$ cat config.mk
export PLATFORM = sky130hd
export DESIGN_NAME = inst_load_ctrl
export DESIGN_NICKNAME = d
export VERILOG_FILES = /design/src/rtl/inst_load_ctrl_pkg.sv /design/src/rtl/inst_load_ctrl_word_assembler.sv /design/src/rtl/inst_load_ctrl.sv
export SDC_FILE = /design/constraint.sdc
export NUM_CORES = 1
export LEC_CHECK = 0
export CAP_MARGIN = 20
export CORE_MARGIN = 5
export CORE_UTILIZATION = 40
export DETAILED_ROUTE_END_ITERATION = 8
export HOLD_SLACK_MARGIN = 0.1
export SYNTH_ARGS = -nofsm -noshare
export SYNTH_HDL_FRONTEND = slang
export SYNTH_SLANG_ARGS = --single-unit
$ cat constraint.sdc
create_clock -name clk -period 5 [get_ports clk]
set_clock_uncertainty 0.05 [all_clocks]
set_input_delay 1 -clock clk [delete_from_list [all_inputs] [get_ports clk]]
set_output_delay 1 -clock clk [all_outputs]
set_load 0.03 [all_outputs]
$ cat src/rtl/inst_load_ctrl_pkg.sv
// Shared definitions for the boot-time instruction loader: FSM states and
// framing constants of the UART image format.
package inst_load_ctrl_pkg;

    typedef enum logic [2:0] {
        LEN_HI,
        LEN_LO,
        WORD,
        DONE,
        ERROR
    } load_state_t;

    localparam int HDR_BYTES      = 2;
    localparam int BYTES_PER_WORD = 4;

endpackage

$ cat src/rtl/inst_load_ctrl_word_assembler.sv
// Packs incoming UART bytes MSB-first into 32-bit instruction words and flags
// the byte that completes each word.
module inst_load_ctrl_word_assembler
    import inst_load_ctrl_pkg::*;
(
    input  logic        clk,
    input  logic        reset,
    input  logic        clear,
    input  logic        shift_en,
    input  logic [7:0]  rx_data,
    output logic [31:0] word,
    output logic        word_full
);

    localparam logic [1:0] LAST_IDX = 2'(BYTES_PER_WORD - 1);

    logic [23:0] shreg;
    logic [1:0]  byte_idx;

    // The completing byte is merged combinationally so the loader can register
    // the full word on the very edge that accepts its last byte.
    assign word      = {shreg, rx_data};
    assign word_full = shift_en && (byte_idx == LAST_IDX);

    always_ff @(posedge clk) begin
        if (reset || clear) begin
            shreg    <= '0;
            byte_idx <= '0;
        end else if (shift_en) begin
            shreg    <= {shreg[15:0], rx_data};
            byte_idx <= byte_idx + 2'd1;
        end
    end

endmodule

$ cat src/rtl/inst_load_ctrl.sv
// Boot loader: parses a word-count header from the UART byte stream, writes
// each assembled word to instruction memory and releases the CPU when done.
module inst_load_ctrl
    import inst_load_ctrl_pkg::*;
#(
    parameter int MEM_SIZE       = 512,
    parameter int TIMEOUT_CYCLES = 100000000
) (
    input  logic        clk,
    input  logic        reset,
    input  logic        rx_valid,
    input  logic [7:0]  rx_data,
    output logic [15:0] uart_addr,
    output logic        uart_wr_en,
    output logic [31:0] uart_wdata,
    output logic        recv_done,
    output logic        cpu_reset,
    output logic        load_error,
    output logic [15:0] words_loaded
);

    localparam int              TW        = (TIMEOUT_CYCLES > 1) ? $clog2(TIMEOUT_CYCLES) : 1;
    localparam logic [TW-1:0]   TIMER_MAX = TW'(TIMEOUT_CYCLES - 1);
    localparam logic [15:0]     MEM_WORDS = 16'(MEM_SIZE);

    load_state_t state, state_next;

    logic [15:0]   count;
    logic [TW-1:0] timer;
    logic [15:0]   hdr_count;
    logic          hdr_bad;
    logic          timed_out;
    logic          last_word;
    logic          shift_en;
    logic          asm_clear;
    logic [31:0]   word;
    logic          word_full;

    assign hdr_count = {count[15:8], rx_data};
    assign hdr_bad   = (hdr_count == 16'd0) || (hdr_count > MEM_WORDS);
    assign timed_out = (timer == TIMER_MAX) && !rx_valid;
    assign shift_en  = rx_valid && (state == WORD);
    assign asm_clear = rx_valid && (state == LEN_LO);
    // words_loaded doubles as the zero-based index of the word being assembled
    assign last_word = word_full && (words_loaded == count - 16'd1);

    inst_load_ctrl_word_assembler u_word_assembler (
        .clk       (clk),
        .reset     (reset),
        .clear     (asm_clear),
        .shift_en  (shift_en),
        .rx_data   (rx_data),
        .word      (word),
        .word_full (word_full)
    );

    always_ff @(posedge clk) begin
        if (reset) begin
            state <= LEN_HI;
        end else begin
            state <= state_next;
        end
    end

    always_comb begin
        state_next = state;
        case (state)
            LEN_HI: begin
                if (rx_valid) begin
                    state_next = LEN_LO;
                end
            end
            LEN_LO: begin
                if (rx_valid) begin
                    state_next = hdr_bad ? ERROR : WORD;
                end else if (timed_out) begin
                    state_next = ERROR;
                end
            end
            WORD: begin
                if (last_word) begin
                    state_next = DONE;
                end else if (timed_out) begin
                    state_next = ERROR;
                end
            end
            DONE:    state_next = DONE;
            ERROR:   state_next = ERROR;
            default: state_next = ERROR;
        endcase
    end

    always_ff @(posedge clk) begin
        if (reset) begin
            count        <= '0;
            timer        <= '0;
            uart_addr    <= '0;
            uart_wr_en   <= 1'b0;
            uart_wdata   <= '0;
            recv_done    <= 1'b0;
            cpu_reset    <= 1'b1;
            load_error   <= 1'b0;
            words_loaded <= '0;
        end else begin
            uart_wr_en <= 1'b0;

            if ((state == LEN_HI) && rx_valid) begin
                count[15:8] <= rx_data;
            end
            if ((state == LEN_LO) && rx_valid) begin
                count[7:0]   <= rx_data;
                words_loaded <= '0;
            end

            if (word_full) begin
                uart_wr_en   <= 1'b1;
                uart_wdata   <= word;
                uart_addr    <= words_loaded + 16'd1;
                words_loaded <= words_loaded + 16'd1;
            end

            // Idle timer only matters once a header has started arriving
            if (rx_valid || !(state inside {LEN_LO, WORD})) begin
                timer <= '0;
            end else begin
                timer <= timer + 1'b1;
            end

            if (state == DONE) begin
                recv_done <= 1'b1;
                cpu_reset <= 1'b0;
            end
            if (state_next == ERROR) begin
                load_error <= 1'b1;
            end
        end
    end

endmodule

### After elaboration in Yosys (flattened, before gate mapping)

Cells that the tools add are included.

| storage, ports and cells | value |
|---|---|
| output and inout bits | 68 |
| input port bits | 11 |
| bits in registers | 140 |

| operators by class | value |
|---|---|
| add/subtract/negate cells | 4 |
| magnitude comparators | 1 |
| reductions and logical operators | 16 |
| mux-type cells | 9 |
| equal/unequal tests | 7 |

Operators with widths:

| operator | count |
|---|---|
| $mux 16 | 2 |
| $add 27x1->27 const B | 1 |
| $eq 27x27->1 const B | 1 |
| $add 16x1->16 const B | 1 |
| $eq 16x16->1 | 1 |
| $gt 16x10->1 const B | 1 |
| $logic_not 16->1 | 1 |
| $sub 16x1->16 const B | 1 |
| $mux 3 | 5 |
| $pmux 3 s4 | 1 |
| $eq 3x2->1 const B | 2 |
| $logic_and 1x1->1 | 6 |
| $reduce_bool 2->1 | 2 |
| $eq 3x1->1 const B | 1 |
| $eq 3x3->1 const B | 1 |
| $logic_not 3->1 | 1 |
| $logic_or 1x1->1 | 3 |
| $add 2x1->2 const B | 1 |
| $eq 2x2->1 const B | 1 |
| $logic_not 1->1 | 2 |
| $reduce_or 2->1 | 1 |
| $mux 1 | 1 |

### Logic depth before layout (Yosys ltp)

Gate-level depths: netlist (run 1).

| logic depth | value |
|---|---|
| depth in word-level cells | 7 |
| depth in mapped cells | 8 |
| gate-level depth less buffers | 8 |

### Modules after synthesis

Synthesis (run 1) repeated with hierarchy kept, for this count alone.

| unflattened totals | value |
|---|---|
| cells, all modules | 704 |
| area, all modules | 6241.0 um^2 |

Modules (own cells, without submodules):

| module | area each (um^2) | times used | cells each |
|---|---|---|---|
| inst_load_ctrl | 5201.2 | 1 | 609 |
| inst_load_ctrl_word_assembler | 1039.7 | 1 | 95 |

### Worst setup path before layout (run 1)

Ideal clock, no wire load.

| path | value |
|---|---|
| path type | input -> register |
| from | input rx_valid |
| to | register words_loaded[10] |
| stages on the path | 7 |
| data arrival time | 2.165 ns |
| setup slack | 2.652 ns |
| cells stage by stage | nor4bb_1 -> and2_1 -> buf_2 -> nor2_1 -> clkbuf_1 -> o21ai_0 -> a21oi_1 |

| on the way | value |
|---|---|
| longest elaborated chain between the ends | 3 |
| elaborated cells between the ends (all ways) | 5 |
| those cells by class | mux: 1; reduce/logical: 4 |

Ends and longest elaborated chain:

| element | RTL line | source |
|---|---|---|
| start: declaration | inst_load_ctrl.sv:11 | `input logic rx_valid,` |
| $logic_and 1x1->1 | inst_load_ctrl.sv:42 | `assign shift_en = rx_valid && (state == WORD);` |
| $logic_and 1x1->1 | inst_load_ctrl_word_assembler.sv:23 | `assign word_full = shift_en && (byte_idx == LAST_IDX);` |
| $mux 16 / $reduce_bool 2->1 (equally long branches) | n/a |  |
| end signal: assignment | inst_load_ctrl.sv:119 | `words_loaded <= words_loaded + 16'd1;` |
| end: declaration | inst_load_ctrl.sv:19 | `output logic [15:0] words_loaded` |

Several ways; a longest one is shown, not always the timed one.
A chain may end at the register's enable or synchronous reset.

### Worst setup path after layout (run 1)

| path | value |
|---|---|
| from | input rx_valid |
| to | register words_loaded[13] |

The elaborated chain is that of the path after synthesis.

==> impl_metrics.yaml, run 1 <==
setup_path:
  path_max_fanout: 32
  criticalPathCategory: "in2reg"
  cp_slowest_stage_delay_ps: 610
  end_kind: "register"
  critical_path_buf_inv_count: 2
  cp_common_cell: "nor2_1"
  crit_required_ps: 5210
  crit_arrival_ps: 3690
  start_kind: "input port"
  crit_slowest_cell: "clkdlybuf4s50_1"
  cp_top_family: "simple AND/OR/NAND/NOR gates"
  worstPathCellList: "clkdlybuf4s50_1 > nor4bb_4 > buf_4 > and2_2 > nor2_1 > a21o_1 > a21oi_1 > nor2_1"
global_route:
  grt_pass1_wl_mm: 24.93
  gr-usage-all-layers_pct: 17.19
  grt.overflow.total: 0
  antenna_found_initial: 0
  grt_pass1_vias: 5063
  grt_max_degree: 58
power_and_ir_drop:
  max-vdd-ir-drop_mv: 0.2440
  pwr_density_cell_mw_per_mm2: 347.7
  p_leak_nw: 2.514
cts:
  cts_tree: "done"
  cts_made_buffers: 17
  clkLatencyLatePin_ps: 420
  cts-htree-levels: 4
  hold_buffers: 0
  cts_setup_buffers: 0
  root_buffer: "clkbuf_16"
  cts_buffer_depth: 2
  post_cts_resized: 0
  clock-sinks: 140
  clk_pin_slew_ps: 60
yosys:
  avgSynthCellArea_sq_um: 7.942
  synth_cell_type_count: 52
  syn_area_sq_mm: 0.006028
  yosys.area.top_type: "dfxtp_1"
  synth_top_area_share_pct: 46.49
  synth-edff-count: 0
  synth_flop_cell: "dfxtp_1"
  synthTopCellsByArea: "dfxtp_1 46%, nand2_1 11%, a21oi_1 8.6%"
  ys_seq_area_share_pct: 46.49
  synth_cells: 759
  ys_ff_latch: 140
  synth_nets: 774
  yosys-top-cells-count: "173 x nand2_1, 140 x dfxtp_1, 103 x a21oi_1"
  async_flop_share_pct: 0
  ys_warn_count: 0
  yosysMostFrequentCell: "nand2_1"
die:
  coreArea_sq_mm: 0.01464
  row_count: 44
  dieWidth_um: 132.8
  io_pins: 79
  start_util_pct: 41.17
  dieArea_sq_mm: 0.01763
  die_h_um: 132.8
timing:
  finalHoldViolCount: 0
  period_minus_slack_ps: 3476
  slew_headroom_pct: 29.07
  max_freq_mhz: 287.6
  fin_crit_sh_pct: 69.53
  setup_viol: 0
  tightest_slew_ps: 1064
  timing.setup.tns_ps: 0
  rsz0062_at_grt: "false"
  finalMaxSlewViolations: 0
detailed_routing:
  finalWirelength_mm: 14.95
  wl_per_cell_um: 14.77
  vias: 5381
  vias_per_cell: 5.317
  drc: 0
  drt-pass1-iter-count: 5
  ant_nets: 0
  drt_iter0_markers: 367
layout:
  diodes: 0
  drive_above_1_share_pct: 6.401
  final_util_pct: 51.57
  nNetsFinal: 830
  final_cells: 1012
  area_delta_synth_final_pct: 25.28
run_status:
  status: "complete, no violations"
placement:
  gp_congestion: 0.8148
  io_buffers: 78
  hpwl_mm: 10.25
  place_inst: 980
flow_run:
  drv_cap: 0
min_path:
  hold_class: "reg2reg"
## flip-flops by register name, indices dropped and copies added, names as in the netlist, 2 cells and up
name                       count
count                         16
state                          3
timer                         27
u_word_assembler.byte_idx      2
u_word_assembler.shreg        24
uart_addr                     16
uart_wdata                    32
words_loaded                  16
## cell usage in the layout, fill, tap and decap left out, types with 3 or more instances in the layout
master and instances:
inv_6 3, dfxtp_1 140, and3_1 13, nor2_1 65
nor3b_1 3, clkinvlp_4 3, nor4_1 9, inv_1 14
o21ai_0 18, nand2_1 172, a21o_1 3, clkbuf_8 4
xor2_1 26, clkbuf_16 17, buf_4 5, or3_2 3
a21oi_1 103, clkdlybuf4s50_1 77, bufinv_16 3, nor2b_1 4
xnor2_1 27, or3_1 7, nor3_1 10, nand3_1 29
nand3b_1 3, nand4_1 7, nor4b_2 3, a211oi_1 15
ha_1 4
## final cells by class
class | count | area (sq um)
fill | 1399 | 7092
clock inverter | 11 | 156.4
sequential | 140 | 2803
timing repair buffer | 83 | 813.3
clock buffer | 21 | 480.5
multi-input combinational | 559 | 3017
tap | 184 | 230.2
inverter | 14 | 52.55
## tightest hold or removal path: stages, from the launching register on
cell	delay [ps]
dfxtp_1	310
inv_1	50
a21oi_1	50
## worst paths after layout
check,from,to,slack [ps],depth (start not counted)
worst max register to register,state[0],words_loaded[13],2340,7
worst min register to register,load_error,load_error,400,2
worst min-delay path,load_error,load_error,400,2
worst max-delay path,rx_valid,words_loaded[13],1520,8
## report_power, final
part	leakage (nW)	switching, W	internal [W]	total (W)
registers	1.13	0.0000190	0.00113	0.00115
clock network	0.303	0.000490	0.000844	0.00133
logic	1.08	0.0000908	0.0000537	0.000144
total	2.51	0.000600	0.00203	0.00263
## stage by stage
step                hold WS, ps  total power [W]  cell area [sq um]  worst slack [ps]
floorplan                 379.0         0.001268               6028              2652
global placement          384.6         0.001308               6915              1156
detailed placement        391.2         0.001315               6915              1088
CTS                       399.8         0.002648               7552              1514
global route              414.7         0.002720               7552              1326
finish                    397.0         0.002626               7552              1524
## logic make-up (layout without fill, tap and decap cells)
logic type / count (synthesis) / count (layout) / share of synthesized area (%)
adders and majority gates: 4 / 4 / 0.8303
xor gates and xnor gates: 53 / 53 / 7.700
AOI/OAI and AO/OA: 153 / 153 / 14.16
DFF: 140 / 140 / 46.49
and+or+nand+nor: 347 / 347 / 26.71
muxes: 2 / 2 / 0.3321
buffers and inverters: 60 / 129 / 3.778
## per-layer routing
| metal | share of wire, % | GRT usage (%) | wire length, um |
|---|---|---|---|
| met1 | 47 | 22.28 | 7026 |
| met2 | 45 | 26.49 | 6702 |
| met3 | 6.0 | 5.657 | 899 |
| met4 | 2.2 | 6.871 | 322 |
| met5 | 0 | 0 | 0 |
No activity file was read; power rests on OpenSTA's default activity.
==> run 2, diff against run 1 <==
==> constraint.sdc (replaced) <==
create_clock -name clk -period 3.32 [get_ports clk]
set_clock_uncertainty 0.05 [all_clocks]
set_input_delay 0.664 -clock clk [delete_from_list [all_inputs] [get_ports clk]]
set_output_delay 0.664 -clock clk [all_outputs]
set_load 0.03 [all_outputs]
==> run 2 against run 1 <==
  * Sequential power up 50%
  * Utilization up 0.34 points
  * Design area up 0.66%
  * Via count down 0.45%
  * First-iteration DRC count up 19%
  * Sequential share of layout area down 0.24 points
  * Final cell count up 0.79%
  * Register-to-register slack worse by 1500 ps
  * Routed wire length up 1.1%
  * Critical path depth down 2
  * Largest cell class unchanged
  * Global-route usage down 0.20 points
  * Combinational power up 55%
==> impl_metrics.yaml, run 2 (synthesis gave the netlist of run 1 again) <==
run_status:
  status: "complete, no violations"
detailed_routing:
  ant_nets: 0
  finalWirelength_mm: 15.12
  vias_per_cell: 5.252
  wl_per_cell_um: 14.82
  drt-pass1-iter-count: 5
  drc: 0
  drt_iter0_markers: 435
  vias: 5357
timing:
  finalMaxSlewViolations: 0
  timing.setup.tns_ps: 0
  max_freq_mhz: 394.0
  fin_crit_sh_pct: 76.45
  period_minus_slack_ps: 2538
  rsz0062_at_grt: "false"
  slew_headroom_pct: 38.69
  setup_viol: 0
  finalHoldViolCount: 0
  tightest_slew_ps: 916.2
die:
  row_count: 44
  start_util_pct: 41.17
  dieArea_sq_mm: 0.01763
  io_pins: 79
  coreArea_sq_mm: 0.01464
  die_h_um: 132.8
  dieWidth_um: 132.8
cts:
  cts_tree: "done"
  cts_made_buffers: 17
  post_cts_resized: 0
  clock-sinks: 140
  hold_buffers: 0
  root_buffer: "clkbuf_16"
  clkLatencyLatePin_ps: 420
  cts_buffer_depth: 2
  cts_setup_buffers: 0
  cts-htree-levels: 4
  clk_pin_slew_ps: 60
layout:
  layout_common_cells: "172 x nand2_1, 140 x dfxtp_1, 103 x a21oi_1, 77 x clkdlybuf4s50_1, 65 x nor2_1"
  regMostFlops: "uart_wdata"
  diodes: 0
  final_util_pct: 51.91
  reg.largest.list: "uart_wdata x32, timer x27, u_word_assembler.shreg x24"
  area_delta_synth_final_pct: 26.11
  nNetsFinal: 840
  largest_reg_flops: 32
  drive_above_1_share_pct: 7.177
  final_common_cell: "nand2_1"
placement:
  hpwl_mm: 10.48
  gp_congestion: 0.8337
  io_buffers: 78
power_and_ir_drop:
  max-vdd-ir-drop_mv: 0.3364
  p_leak_nw: 2.558
  pwr_density_cell_mw_per_mm2: 517.1
setup_path:
  crit_arrival_ps: 2830
  path_max_fanout: 14
  criticalPathCategory: "in2reg"
  start_kind: "input port"
  crit_required_ps: 3610
  end_kind: "register"
global_route:
  grt_pass1_vias: 4999
  grt_max_degree: 58
  antenna_found_initial: 0
  gr-usage-all-layers_pct: 16.99
  grt_pass1_wl_mm: 24.65
  grt.overflow.total: 0
min_path:
  hold_class: "reg2reg"
flow_run:
  drv_cap: 0
run 2: cell types whose count changed in the layout (fill, tap and decap cells not counted), sizes merged:
cell / before / now
buf: 6 / 16
bufinv: 3 / 4
clkbuf: 21 / 19
clkinv: 2 / 5
clkinvlp: 3 / 1
inv: 17 / 15
run 2: path summary, 6_finish.rpt:
| check | start | slack (ps) | to | depth (start not counted) |
|---|---|---|---|---|
| setup / recovery | rx_valid | 780 | words_loaded[3] | 6 |
| hold / removal | recv_done | 400 | recv_done | 2 |
| setup reg to reg | count[0] | 830 | state[0] | 8 |
| hold reg to reg | recv_done | 400 | recv_done | 2 |
run 2: layout make-up:
type                    count  area (sq um)
fillers                  1360          7042
multi-input cells         559          3017
flip-flops and latches    140          2803
repair buffers             93         888.4
clock buffers              19         442.9
well taps                 184         230.2
clock inverters            11         168.9
inverters                  14         52.55
run 2: worst max-delay path, cell delays in order:
cell and delay, ps:
clkdlybuf4s50_1 530, nor2b_1 230, and2_1 260, nor2_1 740, o21ai_0 220, a21oi_1 170
run 2: per-layer routing:
metal  up-vias  wire length, um  part of all wire, %  GRT usage, %
li1       2710                -                    -             -
met1      2518             7360                   49         22.95
met2       113             6785                   45         25.89
met3        16              764                  5.1         5.163
met4         0              208                  1.4         5.774
met5         -                0                    0             0
run 2: per-stage QoR:
step | area (sq um) | instances | hold slack (ps) | total power [W] | worst slack, ps
floorplan | 6028 | 759 | 379.0 | 0.001910 | 1233
global placement | 6990 | 990 | 384.1 | 0.001979 | 398.3
detailed placement | 6990 | 990 | 392.1 | 0.001987 | 396.3
CTS | 7602 | 1020 | 397.7 | 0.003967 | 799.4
global route | 7602 | 1020 | 424.3 | 0.004074 | 564.2
finish | 7602 | 1020 | 395.2 | 0.003931 | 781.9
run 2: power breakdown:
| group | switching [W] | internal, W |
|---|---|---|
| clock network | 0.000712 | 0.00127 |
| logic | 0.000136 | 0.0000869 |
| registers | 0.0000289 | 0.00170 |
| total | 0.000877 | 0.00305 |
